--- config.mk ---
export PLATFORM = sky130hd
export DESIGN_NAME = sine_pwm_mod
export DESIGN_NICKNAME = d
export VERILOG_FILES = /design/src/rtl/sine_pwm_pkg.sv /design/src/rtl/sine_pwm_mod_dead_time_gen.sv /design/src/rtl/sine_pwm_mod.sv
export SDC_FILE = /design/constraint.sdc
export NUM_CORES = 1
export LEC_CHECK = 0
export ABC_AREA = 1
export BUFFER_PORTS_ARGS = -buffer_cell sky130_fd_sc_hd__buf_4
export CORE_UTILIZATION = 58
export CTS_CLUSTER_DIAMETER = 80
export DETAILED_ROUTE_END_ITERATION = 10
export PLACE_DENSITY = 0.89
export SETUP_SLACK_MARGIN = 0.1
export SYNTH_ARGS = -nofsm -noshare
export SYNTH_HDL_FRONTEND = slang
export SYNTH_SLANG_ARGS = --single-unit
--- constraint.sdc ---
create_clock -name CLK -period 1.9 [get_ports CLK]
set_clock_uncertainty 0.2 [all_clocks]
set_input_delay 0.38 -clock CLK [delete_from_list [all_inputs] [get_ports CLK]]
set_output_delay 0.38 -clock CLK [all_outputs]
set_load 0.005 [all_outputs]
--- src/rtl/sine_pwm_pkg.sv ---
// Shared constants, state encoding and sample-to-duty conversion for the
// sine-driven PWM modulator.
package sine_pwm_pkg;

  localparam int SAMPLE_W = 9;
  localparam int PHASE_W  = 8;
  localparam int CNT_W    = 9;
  localparam int DUTY_W   = 10;
  localparam int DT_W     = 4;

  localparam logic [CNT_W-1:0]  CARRIER_MAX = 9'd509;
  localparam logic [DUTY_W-1:0] DUTY_OFFSET = 10'd255;

  typedef enum logic [1:0] {
    IDLE = 2'b00,
    DT   = 2'b01,
    HI   = 2'b10,
    LO   = 2'b11
  } dt_state_e;

  // Only -256 lands below zero (as 10'h3FF); every other sample maps into 0..510.
  function automatic logic [DUTY_W-1:0] sample_to_duty(input logic [SAMPLE_W-1:0] sample);
    logic [DUTY_W-1:0] sum;
    sum = {sample[SAMPLE_W-1], sample} + DUTY_OFFSET;
    return sum[DUTY_W-1] ? '0 : sum;
  endfunction

endpackage

--- src/rtl/sine_pwm_mod_dead_time_gen.sv ---
// Dead-time generator: turns the raw PWM level into complementary high/low
// gate drives separated by at least DEAD low-low clocks.
module dead_time_gen
  import sine_pwm_pkg::*;
#(
  parameter int DEAD = 4
) (
  input  logic clk,
  input  logic rst_n,
  input  logic en,
  input  logic raw_q,
  output logic pwm_h,
  output logic pwm_l
);

  localparam logic [DT_W-1:0] DT_LOAD = DT_W'(DEAD - 1);

  dt_state_e       state_reg, state_next;
  logic [DT_W-1:0] dt_cnt_reg, dt_cnt_next;
  logic            dt_first_reg, dt_first_next;
  logic            raw_d_reg;
  logic            pwm_h_reg, pwm_l_reg;

  always_comb begin
    state_next    = state_reg;
    dt_cnt_next   = dt_cnt_reg;
    dt_first_next = 1'b0;
    if (!en) begin
      state_next = IDLE;
    end else begin
      case (state_reg)
        IDLE: begin
          state_next    = DT;
          dt_cnt_next   = DT_LOAD;
          dt_first_next = 1'b1;
        end
        DT: begin
          // The entry cycle is skipped: the level that caused entry is not a new change.
          if (!dt_first_reg && (raw_q != raw_d_reg)) begin
            dt_cnt_next = DT_LOAD;
          end else if (dt_cnt_reg == '0) begin
            state_next = raw_q ? HI : LO;
          end else begin
            dt_cnt_next = dt_cnt_reg - 1'b1;
          end
        end
        HI: begin
          if (!raw_q) begin
            state_next    = DT;
            dt_cnt_next   = DT_LOAD;
            dt_first_next = 1'b1;
          end
        end
        LO: begin
          if (raw_q) begin
            state_next    = DT;
            dt_cnt_next   = DT_LOAD;
            dt_first_next = 1'b1;
          end
        end
        default: state_next = IDLE;
      endcase
    end
  end

  // Drives are flopped from the next state so they equal a decode of the
  // state register while staying glitch-free.
  always_ff @(posedge clk or negedge rst_n) begin
    if (!rst_n) begin
      state_reg    <= IDLE;
      dt_cnt_reg   <= '0;
      dt_first_reg <= 1'b0;
      raw_d_reg    <= 1'b0;
      pwm_h_reg    <= 1'b0;
      pwm_l_reg    <= 1'b0;
    end else begin
      state_reg    <= state_next;
      dt_cnt_reg   <= dt_cnt_next;
      dt_first_reg <= dt_first_next;
      raw_d_reg    <= raw_q;
      pwm_h_reg    <= (state_next == HI);
      pwm_l_reg    <= (state_next == LO);
    end
  end

  assign pwm_h = pwm_h_reg;
  assign pwm_l = pwm_l_reg;

endmodule

--- src/rtl/sine_pwm_mod.sv ---
// Sine PWM modulator: 510-cycle carrier, duty taken from the sine LUT once per
// period, phase advanced by PHASE_STEP, complementary outputs with dead time.
module sine_pwm_mod
  import sine_pwm_pkg::*;
#(
  parameter int                 DEAD       = 4,
  parameter logic [PHASE_W-1:0] PHASE_STEP = 8'd1
) (
  input  logic                CLK,
  input  logic                RST_N,
  input  logic                EN,
  input  logic [SAMPLE_W-1:0] SINE_IN,
  output logic [PHASE_W-1:0]  THETA_OUT,
  output logic                PWM_H,
  output logic                PWM_L,
  output logic                PERIOD_STRB
);

  logic [CNT_W-1:0]   cnt_reg;
  logic [DUTY_W-1:0]  duty_r_reg;
  logic [DUTY_W-1:0]  duty_next;
  logic               raw_q_reg;
  logic [PHASE_W-1:0] theta_reg;
  logic               strb_reg;

  assign duty_next = sample_to_duty(SINE_IN);

  // Duty and phase change only at the period boundary, so the LUT sample
  // is consumed once per period and never mid-period.
  always_ff @(posedge CLK or negedge RST_N) begin
    if (!RST_N) begin
      cnt_reg    <= '0;
      duty_r_reg <= DUTY_OFFSET;
      raw_q_reg  <= 1'b0;
      theta_reg  <= '0;
      strb_reg   <= 1'b0;
    end else begin
      strb_reg <= 1'b0;
      if (!EN) begin
        cnt_reg <= '0;
      end else if (cnt_reg == CARRIER_MAX) begin
        cnt_reg    <= '0;
        duty_r_reg <= duty_next;
        theta_reg  <= theta_reg + PHASE_STEP;
        strb_reg   <= 1'b1;
      end else begin
        cnt_reg <= cnt_reg + 1'b1;
      end
      raw_q_reg <= EN && ({1'b0, cnt_reg} < duty_r_reg);
    end
  end

  dead_time_gen #(
    .DEAD (DEAD)
  ) u_dead_time (
    .clk   (CLK),
    .rst_n (RST_N),
    .en    (EN),
    .raw_q (raw_q_reg),
    .pwm_h (PWM_H),
    .pwm_l (PWM_L)
  );

  assign THETA_OUT   = theta_reg;
  assign PERIOD_STRB = strb_reg;

endmodule

* Word level (Yosys, flattened, before mapping)
Cells that the tools add are included.
** Cells by class
- Add/sub/neg operators :: 4
- Magnitude comparators :: 1
- Equal/unequal tests :: 10
- Mux-type cells :: 21
- Reduce and logical (&&, ||, !) cells :: 7
** Operators by type and width (count)
- $mux W9 :: 3
- $mux W4 :: 4
- $pmux W4 S4 :: 1
- $add A9 B9 Y10 const B :: 1
- $lt A9 B10 Y1 :: 1
- $mux W2 :: 5
- $add A9 B1 Y9 const B :: 1
- $eq A9 B9 Y1 const B :: 1
- $add A8 B1 Y8 const B :: 1
- $eq A2 B2 Y1 const B :: 4
- $pmux W2 S4 :: 1
- $mux W1 :: 6
- $logic_not A4 Y1 :: 1
- $ne A2 B2 Y1 const B :: 2
- $reduce_and A4 Y1 :: 1
- $sub A4 B1 Y4 const B :: 1
- $ne A3 B2 Y1 const B :: 1
- $pmux W1 S3 :: 1
- $eq A2 B1 Y1 const B :: 1
- $logic_and A1 B1 Y1 :: 2
- $logic_not A2 Y1 :: 1
- $reduce_and A2 Y1 :: 1
- $logic_not A1 Y1 :: 1
- $ne A1 B1 Y1 :: 1
** Storage, ports and cells
- Bits in registers :: 39
- Input bits :: 12
- Output and inout bits :: 11
- Logic and storage cells :: 54

* Logic depth before layout (Yosys ltp)
Gate-level depths: netlist (run 1).
- Word-level depth :: 6
- Gate-level depth with buffers :: 8
- Mapped depth without buffers :: 8

* By module
From an unflattened synthesis (run 1), not the netlist that was laid out.
** Second synthesis, totals
- Cells, all modules :: 289
- Area, all modules :: 2243.4 µm²
** Modules (own cells, without submodules)
- sine_pwm_mod :: instances 1, cells each 216, area each 1705.4 µm²
- dead_time_gen :: instances 1, cells each 73, area each 538.0 µm²

* Least setup slack after synthesis (run 1)
No wires, ideal clock.
- Path kind :: register to register
- Start :: register cnt_reg[1]
- End :: register theta_reg[0] (netlist: THETA_OUT[0])
- Library setup time :: 126 ps
- Data arrival time :: 1212 ps
- Required time :: 1574 ps
- Path slack :: 361 ps
- Cell stages (with the launch flop) :: 8
- Clock period less this slack :: 1539 ps
- Path through :: dfrtp_1 > inv_1 > ha_1 > nand2_1 > nor2_2 > nand3_4 > buf_6 > xnor2_2
** Between the ends
- Cells in the longest elaborated chain, start to end :: 2
** RTL lines
- start: declaration :: line sine_pwm_mod.sv:19 : logic [CNT_W-1:0] cnt_reg;
- start signal: assignment :: line sine_pwm_mod.sv:47 : cnt_reg <= cnt_reg + 1'b1;
- $eq A9 B9 Y1 :: line sine_pwm_mod.sv:41 : end else if (cnt_reg == CARRIER_MAX) begin
- $reduce_and A2 Y1 (no line)
- end signal: assignment :: line sine_pwm_mod.sv:44 : theta_reg <= theta_reg + PHASE_STEP;
- end: declaration :: line sine_pwm_mod.sv:23 : logic [PHASE_W-1:0] theta_reg;
No other way between the ends.
A chain may end at the register's enable or synchronous reset.

* Worst setup path after layout (run 1)
- Start :: register cnt_reg[1]
- End :: register duty_r_reg[0]
** Between the ends
- Cells in the longest elaborated chain, start to end :: 2
** RTL lines
- $eq A9 B9 Y1 :: line sine_pwm_mod.sv:41
- $reduce_and A2 Y1 (no line)
- end signal: assignment :: line sine_pwm_mod.sv:43 : duty_r_reg <= duty_next;
- end: declaration :: line sine_pwm_mod.sv:20 : logic [DUTY_W-1:0] duty_r_reg;
No other way between the ends.

==> flow_summary.yaml, run 1 <==
detailed_routing:
  ant_nets: 0
  first_iter_violations: 116
  wire_per_inst_um: 12.36
  firstDrtPassIters: 5
  via_per_inst: 5.134
  wirelength_um: 4411
  drc: 0
  via_count: 1833
critical_path:
  r2r-end: "duty_r_reg[0]"
  path_buf_inv: 2
  critical_path_class: "register to register"
  cp_max_fo: 12
  reg2reg_setup_slack_ns: 0.23
  endpoint_kind: "register"
  critical_path.max_stage_delay_ns: 0.42
  critPathTopFamily: "simple AND/OR/NAND/NOR gates"
  crit_path_cell_trace: "inv_1, ha_1, nand2_1, nor2_2, nand3_4, clkinv_4, nand2_4, o21ai_2"
  cp.arrival_ns: 1.70
  reg2reg_from: "cnt_reg[1]"
  cp_slowest_cell: "dfrtp_1"
  startpoint_type: "register"
  r2r_cells: 8
  worst_ep_required_time_ns: 1.92
placement:
  post-place-ws_ns: 0.1474
  routabilityCongestion: 0.8287
  placed_area_mm2: 0.002441
  place_hpwl_um: 3304
  portBuffers: 22
  post-place-cells: 345
synthesis:
  seq_area_frac_synth_pct: 43.05
  synth_seq_cells: 38
  synth_top_area_share_pct: 33.63
  ys_types: 26
  synth_edf_count: 0
  syn_inst: 277
  async_flop_share_pct: 100.0
  synth_top_cells_by_area: "dfrtp_1 34%, nand2_1 11%, dfstp_2 9.4%"
  synth_nets: 303
  syn_area_per_cell_um2: 8.058
  yosys.area.top_type: "dfrtp_1"
  netlist_area_mm2: 0.002232
  synthFlopType: "dfrtp_1"
  yosys_warnings: 0
grt:
  antenna_found_initial: 0
  grt_pass1_vias: 1733
  groute.usage.overall_pct: 24.21
  grt_max_degree: 39
  grt_overflow_total: 0
  grt_pass1_wl_um: 7479
timing:
  period_needed_ns: 1.674
  drv_slew: 0
  tightestPinTransition_ns: 0.4794
  hold_viol: 0
  timing.final.ws_setup_ns: 0.2259
  finalCritPeriodShare_pct: 88.11
  rsz0062_at_grt: "yes"
  tns_ns: 0
  max_slew_margin_pct: 68.04
  fmax_ghz: 0.5973
  setup_viol: 0
finish:
  drive_gt1_share_pct: 20.39
  area_growth_pct: 15.70
  antennaDiodeCount: 0
  multiInputGateArea_mm2: 0.001085
  seqCellArea_um2: 960.9
  design_area_mm2: 0.002582
  final_cells: 357
  fin_nets: 334
  n_fill_cell: 301
floorplan:
  initial_core_util_pct: 60.52
  coreArea_mm2: 0.003689
  rows: 22
  die-area_mm2: 0.004100
  fp.dieW_um: 64.04
  boundaryPins: 23
  die_y_um: 64.04
clocking:
  cts_buffers: 5
  cts.repair.resized: 0
  clock_latency_ns: 0.29
  cts_sinks: 38
  path_clk_slew_ns: 0.07
  cts.path.max_buffers: 2
  tritoncts: "done"
  cts-root-buf: "clkbuf_8"
  htreeDepth: 2
job:
  cap_violations: 0
worst_hold_path:
  whs_path_depth: 2
  hold_path.class: "primary input to register"
  worstHoldStart: "SINE_IN[0]"
  min_to: "duty_r_reg[0]"
status:
  status: "completed"
power_and_ir_drop:
  p_total_mw: 1.707
  power.leakage_nw: 1.362
  peakVddDrop_uv: 433.7
  p_per_area_mw_per_mm2: 661.0
timing repair:
| action | CTS | global route |
|---|---|---|
| hold buffers | 1 | 0 |
| endpoints found under the setup margin | 0 | 16 |
| buffers inserted | 0 | 3 |
| hold endpoints to repair | 30 | 0 |
report_power, final:
| group | switching (mW) | internal [mW] | total, mW |
|---|---|---|---|
| registers | 0.0230 | 0.833 | 0.856 |
| clock network | 0.285 | 0.386 | 0.671 |
| logic | 0.110 | 0.0698 | 0.179 |
per-stage QoR:
step	hold WS (ns)	util, %
after floorplan	-0.1156	-
after global placement	0.1608	66.18
after detailed placement	0.1732	66.18
after CTS	0.03121	69.40
after global routing	0.03004	70.01
final	0.03984	70.01
worst max path at each step:
stage	to	slack [ns]	depth (start not counted)	startpoint
after floorplan	THETA_OUT[0]	0.36	7	cnt_reg[1]
after global placement	duty_r_reg[0]	0.24	8	cnt_reg[1]
after detailed placement	duty_r_reg[0]	0.15	8	cnt_reg[1]
after CTS	duty_r_reg[0]	0.12	8	cnt_reg[1]
after global routing	duty_r_reg[0]	0.09	8	cnt_reg[1]
final	duty_r_reg[0]	0.23	8	cnt_reg[1]
logic make-up (layout without fill, tap and decap cells):
group	count (synthesis)	in the layout	share of synthesized area, %
and+or+nand+nor	147	147	30.21
adders and majority gates	14	14	7.848
DFF	38	38	43.05
buffers and inverters	46	78	8.352
AOI/OAI and AO/OA	19	19	5.100
xor gates and xnor gates	13	13	5.438
cell usage after synthesis, types with 8 or more instances:
| library cell | count |
|---|---|
| dfrtp_1 | 30 |
| ha_1 | 14 |
| dfstp_2 | 8 |
| o21ai_0 | 8 |
| xor2_1 | 9 |
| inv_1 | 43 |
| nand3_1 | 23 |
| nor2_1 | 34 |
| nand2_1 | 63 |
metal layers:
metal	global-route usage, %	vias up	share of wire (%)
met1	28.45	858	43
li1	-	931	-
met5	0	-	0
met3	5.536	6	2.6
met2	41.89	38	53
met4	10.80	0	1.0
layout by cell type, fill, tap and decap left out, types with 8 or more instances in the layout:
master / Yosys / layout
dfstp_2: 8 / 8
nor2_1: 34 / 34
dfrtp_1: 30 / 30
inv_1: 43 / 43
nand3_1: 23 / 23
ha_1: 14 / 14
nand2_1: 63 / 63
buf_4: 0 / 25
xor2_1: 9 / 9
o21ai_0: 8 / 8
cell type report:
| class | instances | area share (%) |
|---|---|---|
| flip-flops and latches | 38 | 37.21 |
| inverters | 44 | 6.589 |
| clock inverters | 3 | 1.550 |
| repair buffers | 26 | 7.655 |
| well taps | 48 | 2.326 |
| clock buffers | 5 | 2.665 |
| multi-input cells | 193 | 42.01 |
Power figures use the tool's default switching activity.
==> inputs of run 2 (changes only) <==
- ABC_AREA: 1 -> unset
- CORE_UTILIZATION: 58 -> 57
- PLACE_DENSITY: 0.89 -> 0.88
==> flow_summary.yaml, run 2 <==
finish:
  final_cells: 276
  drive_gt1_share_pct: 30.17
  n_fill_cell: 219
  final_cell_mix: "36 x buf_4, 30 x dfrtp_1, 16 x inv_1"
  fin_nets: 257
  final_common_cell: "buf_4"
  area_growth_pct: 25.16
  antennaDiodeCount: 0
clocking:
  htreeDepth: 2
  cts_buffers: 5
  tritoncts: "done"
  clock_latency_ns: 0.35
  cts_sinks: 38
  cts.path.max_buffers: 2
  cts-root-buf: "clkbuf_4"
  path_clk_slew_ns: 0.11
detailed_routing:
  wirelength_um: 4195
  drc: 0
  firstDrtPassIters: 4
  first_iter_violations: 91
  ant_nets: 0
  wire_per_inst_um: 15.20
  via_per_inst: 5.442
  via_count: 1502
synthesis:
  yosys_warnings: 0
  synth_top_cells_by_area: "dfrtp_1 38%, dfstp_2 11%, ha_1 9.0%"
  syn_area_per_cell_um2: 10.40
  synth_most_common_cell: "dfrtp_1"
  syn_inst: 188
  synthFlopType: "dfrtp_1"
  synth_edf_count: 0
  synth_nets: 214
  ys_types: 41
  yosys.area.top_type: "dfrtp_1"
  synth_common_cells: "30 x dfrtp_1, 17 x inv_1, 15 x nor2_1, 14 x ha_1, 14 x nand2_1"
  synth_seq_cells: 38
  synth_top_area_share_pct: 38.41
  seq_area_frac_synth_pct: 49.17
  async_flop_share_pct: 100.0
  netlist_area_mm2: 0.001954
status:
  status: "finished with violations"
  violations: "hold timing"
floorplan:
  fp.dieW_um: 60.56
  die_y_um: 60.56
  rows: 20
  coreArea_mm2: 0.003153
  boundaryPins: 23
  initial_core_util_pct: 61.98
  die-area_mm2: 0.003667
timing:
  rsz0062_at_grt: "yes"
  drv_slew: 0
  tightestPinTransition_ns: 0.4713
  period_needed_ns: 1.843
  whs_ns: -0.004208
  tns_ns: 0
  fmax_ghz: 0.5426
  setup_viol: 0
  hold_viol: 1
  finalCritPeriodShare_pct: 96.99
  max_slew_margin_pct: 68.58
grt:
  groute.usage.overall_pct: 24.06
  grt_pass1_vias: 1499
  antenna_found_initial: 0
  grt_overflow_total: 0
  grt_max_degree: 39
  grt_pass1_wl_um: 6375
worst_hold_path:
  hold_path.class: "primary input to register"
critical_path:
  worst_ep_required_time_ns: 1.99
  cp.arrival_ns: 1.93
  endpoint_kind: "register"
  startpoint_type: "register"
  critical_path_class: "register to register"
  cp_max_fo: 6
job:
  cap_violations: 0
placement:
  routabilityCongestion: 0.7874
  portBuffers: 22
  post-place-cells: 263
  place_hpwl_um: 2882
power_and_ir_drop:
  power.leakage_nw: 1.206
  peakVddDrop_uv: 536.4
  p_per_area_mw_per_mm2: 707.3
## run 2: cell types whose count changed after synthesis, sizes merged, moves of 7 or more
cell,previous run,this run
inv,43,17
nand2,69,14
nand3,24,5
nor2,42,15
o21ai,14,6
o22ai,0,9
xnor2,4,11
## run 2: critical path, stage by stage, from the launching register on
cell and delay [ns]:
dfrtp_1 0.39, inv_1 0.05, ha_1 0.14, nand4_1 0.11, or3_4 0.44, inv_8 0.09
and4_1 0.21, xor2_1 0.14
## run 2: logic make-up (layout without fill, tap and decap cells)
| group | count (synthesis) | in the layout | synth area share [%] |
|---|---|---|---|
| xor gates and xnor gates | 22 | 22 | 9.859 |
| and+or+nand+nor | 61 | 61 | 16.07 |
| buffers and inverters | 20 | 64 | 4.225 |
| DFF | 38 | 38 | 49.17 |
| AOI/OAI and AO/OA | 33 | 33 | 11.72 |
| adders and majority gates | 14 | 14 | 8.963 |
## run 2: path summary, 6_finish.rpt
check | cells after the start | startpoint | end | slack, ns
max reg2reg | 7 | cnt_reg[1] | THETA_OUT[5] | 0.06
min reg2reg | 2 | duty_r_reg[0] | duty_r_reg[0] | 0.29
max | 7 | cnt_reg[1] | THETA_OUT[5] | 0.06
max in group asynchronous | 2 | RST_N | duty_r_reg[0] | 0.82
min in group asynchronous | 2 | RST_N | cnt_reg[7] | 0.31
min | 2 | SINE_IN[0] | duty_r_reg[0] | -0.004
## run 2: metal layers
metal,wire length [µm],GRT usage [%]
met3,109,5.757
met4,61,8.766
met5,0,0
met2,2274,42.70
met1,1750,28.39
## run 2: layout make-up
| class | instances | area (µm²) | share of cell area, % |
|---|---|---|---|
| inverter | 18 | 75.07 | 3.069 |
| clock inverter | 3 | 40.04 | 1.637 |
| timing repair inverter | 1 | 6.256 | 0.2558 |
| tap | 44 | 55.05 | 2.251 |
| timing repair buffer | 37 | 280.3 | 11.46 |
| clock buffer | 5 | 37.54 | 1.535 |
| sequential | 38 | 960.9 | 39.28 |
| multi-input combinational | 130 | 991.0 | 40.51 |
## run 2: repair_timing
item	in CTS	in global routing
resized for setup	4	13
gates cloned	0	1
endpoints found under the hold margin	30	0
pin swaps	2	6
endpoints found under the setup margin	16	21
setup buffers	0	3
hold buffers	1	0
## run 2: where the power goes
part / total (mW) / internal, mW / switching, mW
Sequential: 0.910 / 0.871 / 0.0386
Clock: 0.538 / 0.272 / 0.266
Combinational: 0.282 / 0.135 / 0.147
Total: 1.73 / 1.28 / 0.451
## run 2: stage by stage
step | setup WS [ns] | util, % | cell area [µm²] | total power [mW] | hold slack (ns)
floorplan | 0.1043 | - | 1954 | 1.061 | -0.1156
global placement | 0.06315 | 71.27 | 2247 | 1.153 | 0.1673
detailed placement | 0.03756 | 71.27 | 2247 | 1.165 | 0.1661
CTS | 0.07687 | 74.64 | 2354 | 1.699 | 0.01667
global route | -0.004798 | 77.58 | 2446 | 1.822 | -0.01033
finish | 0.05714 | 77.58 | 2446 | 1.730 | -0.004208
==> inputs of run 3 (changes only) <==
- CORE_ASPECT_RATIO: unset -> 0.75
==> flow_summary.yaml, run 3 (synthesis results as in run 2) <==
status:
  status: "completed"
placement:
  routabilityCongestion: 0.8780
  place_hpwl_um: 2818
  portBuffers: 22
  post-place-ws_ns: -0.01349
grt:
  grt_pass1_wl_um: 6755
  met3_usage_pct: 5.192
  grt.busiest_layer: "met2"
  groute.usage.overall_pct: 24.36
  gr-usage-met1_pct: 31.11
  grt_pass1_vias: 1476
  grt_use_met2_pct: 42.07
  grt_max_degree: 39
  antenna_found_initial: 0
  grt_overflow_total: 0
timing:
  setup_viol: 0
  tightestPinTransition_ns: 0.4723
  drv_slew: 0
  fmax_ghz: 0.5349
  max_slew_margin_pct: 68.51
  timing.final.ws_setup_ns: 0.03050
  rsz0062_at_grt: "yes"
  hold_viol: 0
  finalCritPeriodShare_pct: 98.39
  whs_ns: 0.05290
  period_needed_ns: 1.869
clocking:
  tritoncts: "done"
  clock_latency_ns: 0.29
  cts-root-buf: "clkbuf_8"
  cts.path.max_buffers: 2
  cts_buffers: 5
  path_clk_slew_ns: 0.08
  cts_sinks: 38
  htreeDepth: 2
finish:
  area_growth_pct: 32.97
  final_common_cell: "buf_4"
  final_cell_mix: "39 x buf_4, 29 x dfrtp_1, 16 x inv_1"
  seqCellArea_um2: 962.2
  antennaDiodeCount: 0
  drive_gt1_share_pct: 33.47
  fin_nets: 264
  multiInputGateArea_mm2: 0.001002
  n_fill_cell: 204
floorplan:
  initial_core_util_pct: 59.44
  boundaryPins: 23
  coreArea_mm2: 0.003288
  die_y_um: 52.71
  die-area_mm2: 0.003669
  fp.dieW_um: 69.62
  rows: 18
detailed_routing:
  first_iter_violations: 117
  firstDrtPassIters: 4
  wire_per_inst_um: 16.97
  ant_nets: 0
  drc: 0
  via_per_inst: 5.663
  wirelength_um: 4736
  via_count: 1580
critical_path:
  cp_slowest_cell: "dfstp_2"
  critical_path.max_stage_delay_ns: 0.54
  startpoint_type: "register"
  cp_max_fo: 2
  critPathTopFamily: "compound AO/OA/AOI/OAI gates"
  path_buf_inv: 1
  critical_path_class: "register to register"
  worst_ep_required_time_ns: 1.91
  cp.arrival_ns: 1.88
  crit_path_cell_trace: "inv_1, ha_1, a21o_1, a211o_1, a41oi_1"
  endpoint_kind: "register"
power_and_ir_drop:
  p_total_mw: 2.038
  power.leakage_nw: 1.288
  peakVddDrop_uv: 499.6
  p_per_area_mw_per_mm2: 784.3
job:
  cap_violations: 0
worst_hold_path:
  hold_path.class: "primary input to register"
==> run 3: cell types whose count changed in the layout (fill, tap and decap cells not counted), moves of 2 or more <==
cell,previous run,this run
clkinv_2,2,0
buf_4,36,39
o22ai_1,6,4
o22ai_2,3,5
clkbuf_4,5,0
clkbuf_8,0,5
buf_6,0,2
==> run 3: final timing paths <==
check	start	slack [ns]	cells after the start	endpoint
worst max-delay path	duty_r_reg[7]	0.03	5	raw_q_reg
worst min-delay path	SINE_IN[0]	0.05	2	duty_r_reg[0]
worst max register to register	duty_r_reg[7]	0.03	5	raw_q_reg
worst min register to register	THETA_OUT[7]	0.28	1	THETA_OUT[7]
max in group asynchronous	RST_N	0.76	2	cnt_reg[3]
min in group asynchronous	RST_N	0.38	2	u_dead_time.dt_cnt_reg[3]
==> run 3: layout make-up <==
class,count,area share [%]
Clock buffer,5,2.648
Tap cell,40,1.926
Timing Repair Buffer,44,14.06
Sequential cell,38,37.02
Multi-Input combinational cell,130,38.57
Clock inverter,3,2.648
Timing Repair inverter,1,0.2407
Inverter,18,2.889
==> run 3: metrics by stage <==
step | setup TNS (ns) | utilization (%) | cell area, µm² | instances
6_report | 0 | 79.03 | 2599 | 279
5_1_grt | -0.05915 | 79.03 | 2599 | 279
4_1_cts | 0 | 73.93 | 2431 | 271
3_5_place_dp | -0.01349 | 68.65 | 2257 | 261
3_3_place_gp | 0 | 68.65 | 2257 | 261
2_1_floorplan | 0 | - | 1954 | 188
==> run 3: routing by layer <==
metal	share of wire (%)	wire (µm)
met1	40	1904
met2	53	2531
met3	3.9	183
met4	2.4	115
met5	0	0
==> run 3: timing repair <==
item | 4_1_cts | 5_1_grt
resized for setup | 6 | 20
hold buffers | 1 | 0
hold endpoints to repair | 30 | 0
buffers inserted | 1 | 6
gates cloned | 0 | 2
setup endpoints to repair | 20 | 21
pin swaps | 1 | 7
==> run 3: power by group <==
part / total (mW) / switching [mW] / internal [mW]
clock: 0.831 / 0.305 / 0.526
sequential: 0.912 / 0.0402 / 0.871
combinational: 0.296 / 0.154 / 0.142
total: 2.04 / 0.499 / 1.54
